<file path="src/rtl/sr_latch_bank_pkg.sv">
// sr_latch_bank_pkg
// Shared constants and types for the clocked SR latch bank.
//   MODE_*  : resolution policies for an accepted S=R=1 pair
//   CNT_W   : width of the conflict edge counter
//   CNT_MAX : saturation value of the conflict edge counter
//   sr_pair_e     : {s,r} pair encoding
//   resolve_both  : next q for an accepted 11 pair under a given policy
package sr_latch_bank_pkg;

  localparam int MODE_HOLD   = 0;
  localparam int MODE_SET    = 1;
  localparam int MODE_RST    = 2;
  localparam int MODE_TOGGLE = 3;

  localparam int              CNT_W   = 8;
  localparam logic [CNT_W-1:0] CNT_MAX = 8'd255;

  typedef enum logic [1:0] {
    PAIR_HOLD = 2'b00,
    PAIR_RST  = 2'b01,
    PAIR_SET  = 2'b10,
    PAIR_BOTH = 2'b11
  } sr_pair_e;

  function automatic logic resolve_both(input int mode, input logic q_cur);
    case (mode)
      MODE_SET:    return 1'b1;
      MODE_RST:    return 1'b0;
      MODE_TOGGLE: return ~q_cur;
      default:     return q_cur;
    endcase
  endfunction

endpackage

</file>
<file path="src/rtl/sr_glitch_filter.sv">
// sr_glitch_filter
// One-channel input qualifier for a {s,r} request pair. A pair is accepted
// once it has been sampled unchanged on FILT+1 consecutive rising edges,
// and stays accepted for as long as it persists. FILT=0 bypasses the filter.
// Ports:
//   clk, rst_n : clock, asynchronous active-low reset
//   s, r       : raw request pair
//   clr        : synchronous restart of qualification (candidate 00)
//   acc_valid  : pair on this edge is qualified
//   acc_pair   : the qualified {s,r} pair (meaningful when acc_valid=1)
module sr_glitch_filter
  import sr_latch_bank_pkg::*;
#(
  parameter int FILT = 2
) (
  input  logic       clk,
  input  logic       rst_n,
  input  logic       s,
  input  logic       r,
  input  logic       clr,
  output logic       acc_valid,
  output logic [1:0] acc_pair
);

  logic [1:0] raw_pair;
  assign raw_pair = {s, r};

  generate
    if (FILT == 0) begin : g_bypass
      // No state at all: every edge acts on the raw pair.
      logic unused_ok;
      assign unused_ok = ^{clk, rst_n, clr};
      assign acc_valid = 1'b1;
      assign acc_pair  = raw_pair;
    end else begin : g_filter
      localparam int              CW      = $clog2(FILT + 1);
      localparam logic [CW-1:0]   CNT_SAT = CW'(FILT);
      localparam logic [CW:0]     ACC_LIM = (CW + 1)'(FILT);

      logic [1:0]    cand_reg;
      logic [CW-1:0] cnt_reg;

      always_ff @(posedge clk or negedge rst_n) begin
        if (!rst_n) begin
          cand_reg <= 2'b00;
          cnt_reg  <= '0;
        end else if (clr) begin
          cand_reg <= 2'b00;
          cnt_reg  <= '0;
        end else if (raw_pair != cand_reg) begin
          cand_reg <= raw_pair;
          cnt_reg  <= '0;
        end else if (cnt_reg != CNT_SAT) begin
          cnt_reg <= cnt_reg + CW'(1);
        end
      end

      // cnt_reg counts repeats after the sample that loaded the candidate,
      // so cnt_reg+1 >= FILT means this edge is sample number FILT+1 or later.
      assign acc_valid = (raw_pair == cand_reg) && (({1'b0, cnt_reg} + (CW + 1)'(1)) >= ACC_LIM);
      assign acc_pair  = cand_reg;
    end
  endgenerate

endmodule

</file>
<file path="src/rtl/sr_latch_bank.sv">
// sr_latch_bank
// WIDTH independent clocked SR storage channels with per-channel glitch
// filtering and enable, a selectable S=R=1 policy and conflict reporting.
// Ports:
//   clk, rst_n      : clock, asynchronous active-low reset
//   s, r, en        : per-channel set / reset requests and update enable
//   clr             : synchronous clear of all state (highest priority)
//   q, qbar         : stored state and its registered complement
//   conflict        : per channel, accepted 11 pair acted on last edge
//   conflict_sticky : any conflict since last clr/reset
//   conflict_cnt    : saturating count of edges with any conflict
module sr_latch_bank
  import sr_latch_bank_pkg::*;
#(
  parameter int               WIDTH   = 8,
  parameter int               MODE    = MODE_HOLD,
  parameter int               FILT    = 2,
  parameter logic [WIDTH-1:0] RST_VAL = '0
) (
  input  logic             clk,
  input  logic             rst_n,
  input  logic [WIDTH-1:0] s,
  input  logic [WIDTH-1:0] r,
  input  logic [WIDTH-1:0] en,
  input  logic             clr,
  output logic [WIDTH-1:0] q,
  output logic [WIDTH-1:0] qbar,
  output logic [WIDTH-1:0] conflict,
  output logic             conflict_sticky,
  output logic [CNT_W-1:0] conflict_cnt
);

  logic [WIDTH-1:0] q_reg, q_next;
  logic [WIDTH-1:0] qbar_reg;
  logic [WIDTH-1:0] conflict_reg, conflict_next;
  logic             sticky_reg;
  logic [CNT_W-1:0] cnt_reg;

  logic [WIDTH-1:0] acc_valid;
  logic [1:0]       acc_pair [WIDTH];

  genvar gi;
  generate
    for (gi = 0; gi < WIDTH; gi++) begin : g_chan
      logic q_nx;
      logic conf_nx;

      sr_glitch_filter #(
        .FILT(FILT)
      ) u_filt (
        .clk      (clk),
        .rst_n    (rst_n),
        .s        (s[gi]),
        .r        (r[gi]),
        .clr      (clr),
        .acc_valid(acc_valid[gi]),
        .acc_pair (acc_pair[gi])
      );

      always_comb begin
        q_nx    = q_reg[gi];
        conf_nx = 1'b0;
        if (acc_valid[gi] && en[gi]) begin
          case (sr_pair_e'(acc_pair[gi]))
            PAIR_SET:  q_nx = 1'b1;
            PAIR_RST:  q_nx = 1'b0;
            PAIR_BOTH: begin
              q_nx    = resolve_both(MODE, q_reg[gi]);
              conf_nx = 1'b1;
            end
            default:   q_nx = q_reg[gi];
          endcase
        end
      end

      assign q_next[gi]        = q_nx;
      assign conflict_next[gi] = conf_nx;
    end
  endgenerate

  always_ff @(posedge clk or negedge rst_n) begin
    if (!rst_n) begin
      q_reg        <= RST_VAL;
      qbar_reg     <= ~RST_VAL;
      conflict_reg <= '0;
      sticky_reg   <= 1'b0;
      cnt_reg      <= '0;
    end else if (clr) begin
      q_reg        <= RST_VAL;
      qbar_reg     <= ~RST_VAL;
      conflict_reg <= '0;
      sticky_reg   <= 1'b0;
      cnt_reg      <= '0;
    end else begin
      q_reg        <= q_next;
      // Complement taken from the same next-state value, so qbar can never
      // disagree with q.
      qbar_reg     <= ~q_next;
      conflict_reg <= conflict_next;
      if (|conflict_next) begin
        sticky_reg <= 1'b1;
        // One count per conflicting edge, regardless of how many channels.
        if (cnt_reg != CNT_MAX) cnt_reg <= cnt_reg + 8'd1;
      end
    end
  end

  assign q               = q_reg;
  assign qbar            = qbar_reg;
  assign conflict        = conflict_reg;
  assign conflict_sticky = sticky_reg;
  assign conflict_cnt    = cnt_reg;

endmodule
</file>
<file path="config.mk">
export PLATFORM = sky130hd
export DESIGN_NAME = sr_latch_bank
export DESIGN_NICKNAME = d
export VERILOG_FILES = /design/src/rtl/sr_latch_bank_pkg.sv /design/src/rtl/sr_glitch_filter.sv /design/src/rtl/sr_latch_bank.sv
export SDC_FILE = /design/constraint.sdc
export NUM_CORES = 1
export LEC_CHECK = 0
export BUFFER_PORTS_ARGS = -buffer_cell sky130_fd_sc_hd__buf_2
export CORE_ASPECT_RATIO = 0.75
export CORE_MARGIN = 2
export CORE_UTILIZATION = 41
export CTS_BUF_LIST = sky130_fd_sc_hd__clkbuf_8
export CTS_CLUSTER_DIAMETER = 150
export DETAILED_ROUTE_END_ITERATION = 8
export PLACE_DENSITY = 0.7
export SETUP_SLACK_MARGIN = 0.05
export SLEW_MARGIN = 20
export SYNTH_ARGS = -nofsm -noshare
export SYNTH_HDL_FRONTEND = slang
export SYNTH_SLANG_ARGS = --single-unit
</file>
<file path="constraint.sdc">
create_clock -name clk -period 4.7 [get_ports clk]
set_clock_uncertainty 0.15 [all_clocks]
set_input_delay 0.94 -clock clk [delete_from_list [all_inputs] [get_ports clk]]
set_output_delay 0.94 -clock clk [all_outputs]
set_load 0.05 [all_outputs]
</file>
**After elaboration in Yosys (flattened, before gate mapping)**

Cells that the tools add are included.
Widths: inputs -> output; s select.

- Flip-flop bits (word level): 65
- Output and inout port bits: 33
- Word-level logic and storage cells: 212

- Add/sub/neg operators: 17
- $lt $le $gt $ge: 8
- Equality and inequality tests: 49
- Mux-type cells: 80
- Bitwise gates (word level): 1
- Reductions and logical operators: 36

Operators with widths:

| operator | number |
|---|---|
| $mux 2 | 40 |
| $mux 8 | 6 |
| $eq 2x2->1 const B | 16 |
| $mux 1 | 26 |
| $add 2x1->3 const B | 8 |
| $ge 3x2->1 const B | 8 |
| $reduce_bool 3->1 | 8 |
| $reduce_bool 2->1 | 10 |
| $add 2x1->2 const B | 8 |
| $eq 2x1->1 const B | 8 |
| $eq 2x2->1 | 8 |
| $logic_and 1x1->1 | 16 |
| $ne 2x2->1 | 8 |
| $ne 2x2->1 const B | 8 |
| $pmux 1 s2 | 8 |
| $add 8x1->8 const B | 1 |
| $ne 8x8->1 const B | 1 |
| $not 8->8 | 1 |
| $reduce_or 8->1 | 1 |
| $reduce_and 2->1 | 1 |

**Longest topological paths before layout**

- Depth in word-level cells: 8
- Gate-level depth with buffers: 9
- Mapped depth without buffers: 8

**Hierarchy**

A second synthesis with hierarchy kept.

- Cells, all modules: 290
- Area, all modules: 3196.8 um^2

By module, submodules not included:

| module | instances | cells each | area each (um^2) | seq. area each (um^2) |
|---|---|---|---|---|
| sr_latch_bank | 1 | 154 | 1605.3 | 835.8 |
| sr_glitch_filter | 8 | 17 | 198.9 | 100.1 |

**Worst setup path after synthesis**

Ideal clock, no wire load.

- Path type: input port to flip-flop
- From: in s[2]
- To: reg cnt_reg[5] (netlist: conflict_cnt[5])
- Setup time: 0.078 ns
- Arrival time: 2.038 ns
- Path slack: 2.434 ns
- Stages on the path: 7
- Path buffers: 1
- Cells stage by stage: xnor2_1 -> nand4_1 -> nand4_2 -> o21ai_2 -> buf_6 -> or3_1 -> a21oi_1

- Word-level cells in the longest chain between the ends: 7

Ends and longest elaborated chain:

| what | RTL line | text |
|---|---|---|
| start, declared | sr_latch_bank.sv:22 | `input logic [WIDTH-1:0] s,` |
| $eq 2x2->1 | sr_glitch_filter.sv:60 | `assign acc_valid = (raw_pair == cand_reg) && (({1'b0, cnt_reg} + (CW + 1)'(1)) >= ACC_LIM);` |
| $logic_and 1x1->1 | sr_glitch_filter.sv:60 |  |
| $logic_and 1x1->1 | sr_latch_bank.sv:63 | `if (acc_valid[gi] && en[gi]) begin` |
| $mux 1 | sr_latch_bank.sv:63 |  |
| $reduce_or 8->1 | sr_latch_bank.sv:100 | `if (\|conflict_next) begin` |
| $reduce_bool 2->1 (no source line) | -- |  |
| $reduce_and 2->1 (no source line) | -- |  |
| end signal, assigned | sr_latch_bank.sv:103 | `if (cnt_reg != CNT_MAX) cnt_reg <= cnt_reg + 8'd1;` |
| end, declared | sr_latch_bank.sv:37 | `logic [CNT_W-1:0] cnt_reg;` |

Every way passes these cells.
A chain may end at the register's enable or synchronous reset.

**Worst setup path after layout**

- From: in s[3]
- To: reg cnt_reg[5] (netlist: conflict_cnt[5])

Same word-level chain as after synthesis.

==> impl_results.md <==
- Status: finished, final reports clean
- Core box area: ~0.008 mm²
- Die Wd: 107 µm
- Post-DP HPWL: 4.26 mm
- Post-synth EDFFs: 0
- GRT met2 Usage: 23.8%
- Mapped cell area: 0.00324 mm²
- Reg-to-Reg Start: g_chan[3].u_filt.g_filter.cnt_reg[0]
- Via-to-Cell Ratio: 4.71
- Global Route met1 Usage: 19.5%
- Clock Latency Late Sink: around 0.34 ns
- Ys async rst share: between 90% and 100%
- CTS tree: built
- Fmax: 442 MHz
- Initial DRC count: 68
- Drc violations: 0
- Antenna Cells: 0
- Netlist cell types: 26
- Avg Inst Size Synth: approximately 11 µm²
- Die Y: 81.0 µm
- GRT Total Usage: 15.3%
- Via count: 2,203
- # resized after CTS: 0
- # rows: 28
- CP arrival: around 2.4 ns
- First-pass GRT wire length: between 10 and 15 mm
- TritonCTS Buffers: 9
- Nets: between 400 and 500
- Mapped Cells: a little under 300
- Fin. Hold Viols: 0
- Flop pwr share: about half
- Clock Pin Slew Worst Setup and Hold Paths: 0.07 ns
- Largest net degree at the start of global routing: 58
- Worst setup path start: s[3]
- Effective utilization at floorplan: 41.7%
- Slew Viols, Final: 0
- Total power: 1.19 mW
- HP Class: flop to flop
- Initial antenna violation count: 0
- Clock Tree Root: clkbuf_8
- GR peak layer: met2
- CTS Sinks: 65
- Slowest stage delay, CP: 0.38 ns
- Comb pwr share: 8.4%
- I/O pins: 60
- Total negative setup slack: 0 ns
- Dpl ws: 2.09 ns
- Startpoint types: input port
- Placed cells: 452
- Share of cells above drive strength 1: 25.3%
- Critical Path, Cell by Cell: buf_2, xnor2_1, nand4_1, nand4_2, o21ai_2, or3_1, a21oi_1
- Max VDD drop: 0.000146 V
- Cell Count, Final, Fillers Out: roughly 470
- Total Routed Length: around 6 mm
- Area growth from synthesis to layout: 18.8%
- H-tree levels: 3
- Input/output buffers: 59
- Top-count cell post-synth: dfrtp_1
- Routing usage on met3: 6.34%
- Min Clock Period, post-route: approximately 2.3 ns
- Clock power frac: 42.6%
- Min setup slack post-route: 2.44 ns
- Critical Path RT: 4.80 ns
- Int Power: 0.908 mW
- Net count after synthesis: between 300 and 400
- Avg WL per Cell: 12.5 µm
- Final ANT Viol Nets: 0
- Net Sw Frac: 23.9%
- Relative slew slack: 30.2%
- RSZ-0062 raised after global routing: false
- Grt ovf: 0
- Setup slack, reg-to-reg: 2.58 ns
- Worst setup EP type: flop
- # Post-CTS Setup Buffers: 0
- Max-cap violations: 0
- Fillers: 734
- Reg-to-reg critical path endpoint: conflict_cnt[5]
- Worst slew pin tran: around 1.0 ns
- Critical-path top delay cell: or3_1
- Vias in the first global route: 2,164
- PD cells: just over 300 mW/mm²
- Count of TritonRoute iterations in the first routing pass: 4
- Post-synth top cells: dfrtp_1 (57), ha_1 (33), inv_1 (33), nor2b_1 (24), nor3_1 (18)
- Ys flop type: dfrtp_1
- Share of the synthesized area in the top cell type: 44.0%
- Area of the die: 0.00864 mm²
- Top cells by area, synth: dfrtp_1 (44%), ha_1 (13%), dfstp_2 (6.5%)
- Ys Warns: 0
- # hold bufs at CTS: 0
- RePlAce Congestion: 0.711
- Largest area contributor in the netlist: dfrtp_1
- Final setup viols: 0
- Register bit total from synthesis: 65
- Max FO, Critical Path: 11
- Setup crit end: conflict_cnt[5]
- Part of the Yosys area used for sequential elements: 50.5%
- Final cycle utilization of the critical path: roughly half
- Static Leak: 1.86 nW
- Kind of critical path: input port to flop
- P_sw: 0.285 mW
- Placed inst area: 0.00364 mm²
- Reg2Reg Depth: 8
- Final Cell Area: ~0.0039 mm²
- Clock buffer depth: 2
power by group through the flow:
stage	Sequential (mW)	Clock (mW)	Combinational, mW
after floorplan	0.595	0	0.0621
after detailed placement	0.595	0	0.103
after global placement	0.595	0	0.0987
final	0.585	0.508	0.100
after global routing	0.587	0.553	0.116
after CTS	0.585	0.526	0.103
cell usage in the layout (no fill, tap or decap), drive strengths merged, types with 8 or more instances in the layout:
| master | n |
|---|---|
| nor2 | 16 |
| ha | 33 |
| nor3 | 18 |
| nor3b | 8 |
| buf | 60 |
| nor2b | 24 |
| dfrtp | 57 |
| xor2 | 9 |
| nand4 | 10 |
| mux2i | 17 |
| inv | 34 |
| xnor2 | 16 |
| clkbuf | 9 |
| dfstp | 8 |
| nand2 | 8 |
how the worst min path moves through the flow:
stage	from	endpoint	slack, ns	depth (start not counted)
after floorplan	g_chan[0].u_filt.g_filter.cnt_reg[0]	g_chan[0].u_filt.g_filter.cnt_reg[0]	0.40	2
after global placement	conflict_sticky	conflict_sticky	0.37	2
after detailed placement	conflict_sticky	conflict_sticky	0.37	2
after CTS	conflict_sticky	conflict_sticky	0.38	2
after global routing	conflict_sticky	conflict_sticky	0.41	2
final	conflict_sticky	conflict_sticky	0.37	2
cells by family (layout without fill, tap and decap cells):
family          Yosys count  in the layout  share of synthesized area (%)
compound gates           12             12                           2.12
xor+xnor                 25             25                           6.75
fa+ha+maj                33             33                           12.7
buf+inv                  40            109                           4.86
flops                    65             65                           50.5
mux                      17             17                           5.25
simple gates            102            102                           17.8
critical path, delay by kind of cell:
family                    cells  cell delay, ns
buffers and inverters         1            0.11
xor gates and xnor gates      1            0.19
AOI/OAI and AO/OA             2            0.31
and+or+nand+nor               3            0.82
cell type report:
cell class	instances	area, µm²	share of cell area [%]
sequential	65	1640	42.5
multi-input combinational	189	1450	37.6
timing repair buffer	60	303	7.86
tap	105	131	3.41
clock buffer	9	124	3.21
inverter	33	124	3.21
clock inverter	7	86.3	2.24
metal layers:
layer	routed length, µm	part of all wire [%]
met1	2890	49
met2	2570	44
met3	359	6.1
met4	46	0.79
met5	0	0
stage by stage:
stage / hold WS [ns] / utilization (%)
2_1_floorplan: 0.403 / -
3_3_place_gp: 0.368 / 46.8
6_report: 0.370 / 49.5
5_1_grt: 0.412 / 49.5
3_5_place_dp: 0.371 / 46.8
4_1_cts: 0.385 / 49.5
No activity file was read; power rests on OpenSTA's default activity.
